### src/rtl/bcd2bin_pkg.sv
`default_nettype none
// ============================================================================
// Module      : bcd2bin_pkg
// Description : Shared definitions for the serial BCD-to-binary converter.
//               Holds the FSM state encoding and the helper that sizes the
//               shift-step counter.
// Revision    : 1.0 - initial release
// ============================================================================
package bcd2bin_pkg;

    typedef enum logic [1:0] {
        ST_IDLE  = 2'd0,
        ST_LOAD  = 2'd1,
        ST_SHIFT = 2'd2,
        ST_DONE  = 2'd3
    } state_t;

    // The counter must be able to hold the value BIN_W itself.
    function automatic int cnt_width(input int bin_w);
        return $clog2(bin_w + 1);
    endfunction

endpackage
`default_nettype wire

### src/rtl/bcd_digit_corr.sv
`default_nettype none
// ============================================================================
// Module      : bcd_digit_corr
// Description : Combinational per-digit correction for reverse double-dabble.
//               A digit of 8 or more after a right shift gets 3 subtracted.
// Ports       : i_digit - 4-bit digit after the shift
//               o_digit - corrected 4-bit digit
// Revision    : 1.0 - initial release
// ============================================================================
module bcd_digit_corr (
    input  logic [3:0] i_digit,
    output logic [3:0] o_digit
);

    always_comb begin
        o_digit = i_digit;
        if (i_digit >= 4'd8) begin
            o_digit = i_digit - 4'd3;
        end
    end

endmodule
`default_nettype wire

### src/rtl/bcd2bin_serial.sv
`default_nettype none
// ============================================================================
// Module      : bcd2bin_serial
// Description : Serial BCD-to-binary converter using the reverse
//               double-dabble algorithm, one shift step per clock.
// Ports       : clk     - clock, rising edge
//               rst     - synchronous active-low reset
//               start   - conversion request, honoured only in IDLE
//               bcd_in  - packed BCD operand, digit 0 in bits [3:0]
//               busy    - high in LOAD and SHIFT
//               done    - one-cycle result-valid pulse
//               bin_out - binary result, held until the next accepted start
//               err     - operand contained a digit above 9
//               ovf     - operand value does not fit in BIN_W bits
// Revision    : 1.0 - initial release
// ============================================================================
module bcd2bin_serial
    import bcd2bin_pkg::*;
#(
    parameter int NDIG  = 5,
    parameter int BIN_W = 17
) (
    input  logic                clk,
    input  logic                rst,
    input  logic                start,
    input  logic [4*NDIG-1:0]   bcd_in,
    output logic                busy,
    output logic                done,
    output logic [BIN_W-1:0]    bin_out,
    output logic                err,
    output logic                ovf
);

    localparam int c_bcd_w  = 4 * NDIG;
    localparam int c_work_w = c_bcd_w + BIN_W;
    localparam int c_cnt_w  = cnt_width(BIN_W);
    localparam logic [c_cnt_w-1:0] c_last_step = c_cnt_w'(BIN_W - 1);
    localparam logic [c_cnt_w-1:0] c_cnt_one   = c_cnt_w'(1);

    state_t                r_state;
    state_t                w_state_nxt;
    logic [c_work_w-1:0]   r_work;
    logic [c_cnt_w-1:0]    r_cnt;
    logic [BIN_W-1:0]      r_bin_out;
    logic                  r_err;
    logic                  r_ovf;

    logic [c_work_w-1:0]   w_shift;
    logic [c_bcd_w-1:0]    w_corr;
    logic [c_work_w-1:0]   w_work_nxt;
    logic                  w_bad_digit;
    logic                  w_last_step;

    // ------------------------------------------------------------------
    // Shift-and-correct datapath
    // ------------------------------------------------------------------
    assign w_shift = r_work >> 1;

    genvar gi;
    generate
        for (gi = 0; gi < NDIG; gi++) begin : g_corr
            bcd_digit_corr u_corr (
                .i_digit (w_shift[BIN_W + 4*gi +: 4]),
                .o_digit (w_corr[4*gi +: 4])
            );
        end
    endgenerate

    assign w_work_nxt  = {w_corr, w_shift[BIN_W-1:0]};
    assign w_last_step = (r_cnt == c_last_step);

    // The operand sits untouched in the BCD half of the work register
    // during LOAD, so digit validity is checked there.
    always_comb begin
        w_bad_digit = 1'b0;
        for (int i = 0; i < NDIG; i++) begin
            if (r_work[BIN_W + 4*i +: 4] > 4'd9) begin
                w_bad_digit = 1'b1;
            end
        end
    end

    // ------------------------------------------------------------------
    // FSM
    // ------------------------------------------------------------------
    always_ff @(posedge clk) begin
        if (!rst) begin
            r_state <= ST_IDLE;
        end else begin
            r_state <= w_state_nxt;
        end
    end

    always_comb begin
        w_state_nxt = r_state;
        busy        = 1'b0;
        done        = 1'b0;
        case (r_state)
            ST_IDLE: begin
                if (start) begin
                    w_state_nxt = ST_LOAD;
                end
            end
            ST_LOAD: begin
                busy        = 1'b1;
                w_state_nxt = w_bad_digit ? ST_DONE : ST_SHIFT;
            end
            ST_SHIFT: begin
                busy = 1'b1;
                if (w_last_step) begin
                    w_state_nxt = ST_DONE;
                end
            end
            ST_DONE: begin
                done        = 1'b1;
                w_state_nxt = ST_IDLE;
            end
            default: begin
                w_state_nxt = ST_IDLE;
            end
        endcase
    end

    // ------------------------------------------------------------------
    // Work register, step counter and held results
    // ------------------------------------------------------------------
    // The operand is captured on the accepting edge, so bcd_in may change
    // freely once start has been taken.
    always_ff @(posedge clk) begin
        if (!rst) begin
            r_work    <= '0;
            r_cnt     <= '0;
            r_bin_out <= '0;
            r_err     <= 1'b0;
            r_ovf     <= 1'b0;
        end else begin
            case (r_state)
                ST_IDLE: begin
                    if (start) begin
                        r_work <= {bcd_in, {BIN_W{1'b0}}};
                        r_cnt  <= '0;
                        r_err  <= 1'b0;
                        r_ovf  <= 1'b0;
                    end
                end
                ST_LOAD: begin
                    if (w_bad_digit) begin
                        r_err     <= 1'b1;
                        r_bin_out <= '0;
                        r_ovf     <= 1'b0;
                    end
                end
                ST_SHIFT: begin
                    r_work <= w_work_nxt;
                    r_cnt  <= r_cnt + c_cnt_one;
                    // Any value left in the BCD half after the final shift
                    // is the part of the operand above 2^BIN_W.
                    if (w_last_step) begin
                        r_bin_out <= w_work_nxt[BIN_W-1:0];
                        r_ovf     <= |w_work_nxt[c_work_w-1:BIN_W];
                    end
                end
                default: ;
            endcase
        end
    end

    assign bin_out = r_bin_out;
    assign err     = r_err;
    assign ovf     = r_ovf;

endmodule
`default_nettype wire

### config.mk
export PLATFORM = sky130hd
export DESIGN_NAME = bcd2bin_serial
export DESIGN_NICKNAME = d
export VERILOG_FILES = /design/src/rtl/bcd2bin_pkg.sv /design/src/rtl/bcd_digit_corr.sv /design/src/rtl/bcd2bin_serial.sv
export SDC_FILE = /design/constraint.sdc
export NUM_CORES = 1
export LEC_CHECK = 0
export CAP_MARGIN = 10
export CORE_MARGIN = 2
export CORE_UTILIZATION = 45
export CTS_BUF_LIST = sky130_fd_sc_hd__clkbuf_2
export CTS_CLUSTER_DIAMETER = 150
export CTS_CLUSTER_SIZE = 12
export DETAILED_ROUTE_END_ITERATION = 7
export HOLD_SLACK_MARGIN = 0.08
export PLACE_DENSITY = 0.71
export SYNTH_ARGS = -nofsm -noshare
export SYNTH_HDL_FRONTEND = slang
export SYNTH_SLANG_ARGS = --single-unit
export TNS_END_PERCENT = 20
### constraint.sdc
create_clock -name clk -period 1.57 [get_ports clk]
set_input_delay 0.314 -clock clk [delete_from_list [all_inputs] [get_ports clk]]
set_output_delay 0.314 -clock clk [all_outputs]
set_load 0.03 [all_outputs]
# Word level (Yosys, flattened, before mapping)
# Index checks and enable logic that the tools add are counted.
dict set report totals {
  ff_bits 63
  input_bits 23
  output_inout_bits 21
  wordCells 70
}
dict set report op_classes {
  n_addsub 6
  n_lt_le_gt_ge 10
  n_eq_ne 7
  muxes 29
  n_reduce_logical 12
}
# operator count
set op_table {}
lappend op_table {{$pmux W37 S2} 1}
lappend op_table {{$mux W37} 1}
lappend op_table {{$mux W17} 2}
lappend op_table {{$pmux W17 S2} 1}
lappend op_table {{$gt A4 B4 Y1 const B} 5}
lappend op_table {{$mux W4} 5}
lappend op_table {{$reduce_or A20 Y1} 1}
lappend op_table {{$ge A4 B4 Y1 const B} 4}
lappend op_table {{$sub A4 B2 Y4 const B} 4}
lappend op_table {{$mux W1} 12}
lappend op_table {{$pmux W5 S2} 1}
lappend op_table {{$pmux W2 S4} 1}
lappend op_table {{$ne A2 B2 Y1 const B} 3}
lappend op_table {{$reduce_and A3 Y1} 2}
lappend op_table {{$reduce_bool A2 Y1} 3}
lappend op_table {{$add A5 B1 Y5 const B} 1}
lappend op_table {{$eq A5 B5 Y1 const B} 1}
lappend op_table {{$mux W5} 1}
lappend op_table {{$eq A2 B2 Y1 const B} 2}
lappend op_table {{$ge A3 B4 Y1 const B} 1}
lappend op_table {{$mux W2} 2}
lappend op_table {{$reduce_and A2 Y1} 2}
lappend op_table {{$reduce_and A4 Y1} 1}
lappend op_table {{$sub A3 B2 Y4 const B} 1}
lappend op_table {{6 further kinds} 6}

# Longest topological paths before layout
dict set report logic_depth {
  ltp_word 8
  depth_mapped 9
  depth_no_buf 7
}

# Hierarchy
# From an unflattened synthesis, not the netlist that was laid out.
dict set report hier_totals {
  hier_cells 345
  area_unflattened_um2 3111.7
}
# mod n_inst cells_per_inst area_each_um2 seq_area_each_um2
set modules_own_cells {}
lappend modules_own_cells {bcd2bin_serial 1 290 2730.1 1241.2}
lappend modules_own_cells {bcd_digit_corr 5 11 76.3 0.0}

# Worst setup path before layout
# No wires, ideal clock.
dict set report synth_timing {
  path_kind {register to register}
  start {register r_work[18]}
  end {register r_ovf (netlist: ovf)}
  setup_time_ps 131
  arrival_time_ps 1532
  t_required_ps 1439
  slack_ps -93
  path_stages_with_launch 8
  n_path_buf 0
  period_less_slack_ps 1663
  path_cell_list {dfxtp_1 inv_1 ha_1 and3b_1 o2111ai_1 nor4_1 and3_1 o21ai_1}
}
dict set report synth_between {
  elab_chain_len 8
  word_cells_on_any_way 14
  classes_between {1 x add/sub; 2 x order compare; 1 x eq/ne; 8 x mux; 2 x reduce/logical}
}
# element line
set synth_rtl {}
lappend synth_rtl {{from (decl)} bcd2bin_serial.sv:42} ;# logic [c_work_w-1:0] r_work;
lappend synth_rtl {{from (signal assigned)} bcd2bin_serial.sv:140} ;# r_work <= {bcd_in, {BIN_W{1'b0}}};
lappend synth_rtl {{from (signal assigned)} bcd2bin_serial.sv:154} ;# r_work <= w_work_nxt;
lappend synth_rtl {{$gt A4 B4 Y1} bcd2bin_serial.sv:77} ;# if (r_work[BIN_W + 4*i +: 4] > 4'd9) begin
lappend synth_rtl {{$mux W1 (5 in series)} bcd2bin_serial.sv:77}
lappend synth_rtl {{$ne A2 B2 Y1 (no source line)} --}
lappend synth_rtl {{$reduce_and A4 Y1 (no source line)} --}
lappend synth_rtl {{to (signal assigned)} bcd2bin_serial.sv:160} ;# r_ovf <= |w_work_nxt[c_work_w-1:BIN_W];
lappend synth_rtl {{to (decl)} bcd2bin_serial.sv:46} ;# logic r_ovf;
# Several ways; a longest one is shown, not always the timed one. The select of a mux whose other input is x is not followed.
# A chain may end at the register's enable or synchronous reset.

# Final worst setup path
dict set report layout_timing {
  start {register r_state[1]}
  end {output busy}
}
dict set report layout_between {
  elab_chain_len 3
  word_cells_on_any_way 4
  classes_between {2 x eq/ne; 1 x mux; 1 x reduce/logical}
}
# element line
set layout_rtl {}
lappend layout_rtl {{from (decl)} bcd2bin_serial.sv:40} ;# state_t r_state;
lappend layout_rtl {{from (signal assigned)} bcd2bin_serial.sv:90} ;# r_state <= w_state_nxt;
lappend layout_rtl {{$eq A2 B2 Y1 / $eq A2 B1 Y1 (equally long branches)} bcd2bin_serial.sv:98} ;# case (r_state)
lappend layout_rtl {{$reduce_or A2 Y1 (no source line) (*)} --}
lappend layout_rtl {{$mux W1 (*)} bcd2bin_serial.sv:98}
lappend layout_rtl {{to (decl)} bcd2bin_serial.sv:27} ;# output logic busy,
# Mark *: on every way between the ends. The rest lies on a longest branch, timed or not.

==> impl_metrics.toml <==
[placement]
place_congestion = 0.897
portBuffers = 43
hpwl_mm = 4.90
placed_cells = 483

[sta]
worst_slew_pin_slew_ns = 0.372
rsz0062_at_grt = "true"
drv_slew = 0
fin_skew_ns = 0.0426
finalHoldViolCount = 0
finalSetupViolCount = 14
period_share = 1.06
totalNegativeSetupSlack_ns = -0.424
post-route-min-period_ns = 1.66
fmax_mhz = 602
max-slew-margin-rel = 0.749
setup_slack_ns = -0.0910

[die]
start_util = 0.469
die_h_microns = 85.6
die_x_microns = 85.6
core_area_sq_mm = 0.00639
pin_count = 44
die-area_sq_mm = 0.00732
rows = 29

[detailed_routing]
drtIter0Drc = 253
via_per_inst = 5.46
wire_per_inst_microns = 15.6
firstDrtPassIters = 7
vias = 2774
ant_nets = 0
drc = 0
routed_wl_mm = 7.92

[critical_path]
r2r_setup_slack_ns = -0.08
cp-end-kind = "primary output"
critPathKind = "flip-flop to primary output"
critical-path-slowest-cell = "dfxtp_2"
critPathMaxStageDelay_ns = 0.40
crit_arrival_ns = 1.35
worstReg2RegEnd = "ovf$_SDFFE_PN0P_"
worst-path-max-fanout = 3
start_kind = "flip-flop"
r2r-start = "r_work[18]$_SDFFE_PN0P_"
cp_cell_sequence = "inv_2 -> ha_4 -> buf_6"
required_ns = 1.26
worst-r2r-cell-count = 7

[cts]
clock_path_buffers = 2
insertion_delay_ns = 0.54
cts_tree = "built"
clock-sinks = 62
cts_buffers = 9
htreeDepth = 3
cts-root-buf = "clkbuf_2"
clk_pin_slew_ns = 0.21

[logic_synthesis]
ys_seq_area_frac = 0.414
ys_warn_count = 0
syn_nets = 381
syn_avg_cell_area_sq_um = 8.71
async_flop_share = 0
synth.cell_area_sq_mm = 0.00300
yosys_register_bits = 62
synth_flop_cell = "dfxtp_1"
synth_cells = 344
synth.distinct_cells = 47
synth_edf_count = 0

[final_layout]
final_cells = 508
n_antenna_cell = 0
final_core_util = 0.659
areaGrowthSynthToFinish_pct = 40.6
layout-drive-gt1-share = 0.292
fillers = 522
fin_nets = 463

[worst_hold_path]
min_path_type = "input port to flip-flop"
hold_start = "bcd_in[2]"
hold_path_depth = 3
hold-path-endpoint = "r_work[19]$_SDFFE_PN0P_"

[pwr]
powerDensity_mw_per_mm2 = 1470
ir_worst_vdd_v = 0.000838
p_leak_nw = 1.59

[flow_run]
cap_violations = 0

[global_routing]
antenna_found_initial = 0
grtUsageTotal = 0.205
grt-ovfl-total = 0
grt_pass1_wl_mm = 11.9
grt_max_degree = 45
grt_pass1_vias = 2568

[status]
status = "complete, but fails checks"
failed_checks = "negative setup slack"
-- worst max-delay path, delay by kind of cell, from the launching register on --
kind	cells	cell delay, ns
flip-flops	1	0.40
adder cells (fa/ha/maj)	1	0.27
buffers and inverters	2	0.18
-- stage by stage --
step / worst slack [ns] / power, mW / cell area, sq um / hold slack [ns]
global route: -0.169 / 6.57 / 4210 / 0.307
CTS: -0.0938 / 5.63 / 4030 / 0.312
detailed placement: -0.314 / 4.27 / 3790 / 0.455
finish: -0.0910 / 6.21 / 4210 / 0.331
floorplan: -0.00660 / 3.36 / 3030 / 0.436
global placement: -0.267 / 4.23 / 3790 / 0.445
-- cells by family (layout without fill, tap and decap cells) --
group           Yosys count  after routing  synth area share
compound gates          100            100             0.221
flops                    62             62             0.414
simple gates            112            112             0.197
buf+inv                  40            127            0.0606
fa+ha+maj                14             14            0.0585
xor+xnor                 11             11            0.0322
mux                       5              5            0.0167
-- cell type report --
class,instances,area [sq um],share of cell area
flip-flops and latches,62,1260,0.299
well taps,77,96.3,0.0229
repair buffers,96,918,0.218
clock buffers,9,45.0,0.0107
inverters,15,58.8,0.0140
multi-input cells,242,1730,0.411
clock inverters,7,103,0.0244
-- layout by cell type (no fill, tap or decap), types with 5 or more instances in the layout --
cell type	instances
dfxtp_1	53
buf_4	41
o21ai_0	30
nor2b_1	27
nand2_1	26
clkdlybuf4s50_1	22
a22oi_1	20
nand3_1	18
inv_1	12
nor2_1	12
a21oi_1	10
ha_1	9
clkbuf_2	9
clkdlybuf4s15_2	9
buf_2	9
o21ai_1	8
xor2_1	7
dfxtp_2	7
buf_6	7
and2_1	6
a222oi_1	6
nand2b_1	5
mux2i_1	5
a22oi_2	5
o22ai_1	5
-- synthesized netlist by cell type (7+ instances only) --
cell type	n	area, sq um
dfxtp_1	62	1240
o21ai_0	36	180
nand2_1	28	105
nor2b_1	27	169
a22oi_1	25	188
nand3_1	18	90.1
inv_1	15	56.3
ha_1	14	175
nor2_1	12	45.0
a21oi_1	10	50.1
clkbuf_1	10	37.5
buf_2	9	45.0
and2_1	7	43.8
xor2_1	7	61.3
-- what timing repair did --
action                     in CTS  in global routing
pin swaps                       3                 13
hold buffers                    0                  0
setup buffers                   2                  4
gates cloned                    0                  3
resized for setup              72                 51
setup endpoints to repair      71                 66
-- worst max-delay path by stage --
| stage | from | end | cells past startpoint |
|---|---|---|---|
| after detailed placement | start | r_work[23]$_SDFFE_PN0P_ | 6 |
| after global routing | r_work[18]$_SDFFE_PN0P_ | ovf$_SDFFE_PN0P_ | 7 |
| after global placement | start | r_work[29]$_SDFFE_PN0P_ | 6 |
| after CTS | r_state[1]$_SDFFE_PN0P_ | busy | 3 |
| after floorplan | r_work[18]$_SDFFE_PN0P_ | ovf$_SDFFE_PN0P_ | 7 |
| final | r_state[1]$_SDFFE_PN0P_ | busy | 3 |
-- metal layers --
| metal | track usage | up-vias | routed length, microns |
|---|---|---|---|
| li1 | - | 1387 | - |
| met1 | 0.262 | 1296 | 3520 |
| met2 | 0.326 | 75 | 3800 |
| met3 | 0.0433 | 16 | 428 |
| met4 | 0.108 | 0 | 165 |
| met5 | 0 | - | 0 |
-- flip-flops by register name (all words and copies together), names as in the netlist --
register	cells
ovf	1
r_cnt	5
err	1
bin_out	17
r_state	2
r_work	36
-- power by group --
| part | switching (mW) | internal (mW) |
|---|---|---|
| clock | 0.689 | 0.546 |
| combinational | 1.52 | 1.54 |
| sequential | 0.169 | 1.75 |
| total | 2.37 | 3.83 |
Note: power is estimated with default switching activity, not from simulation.
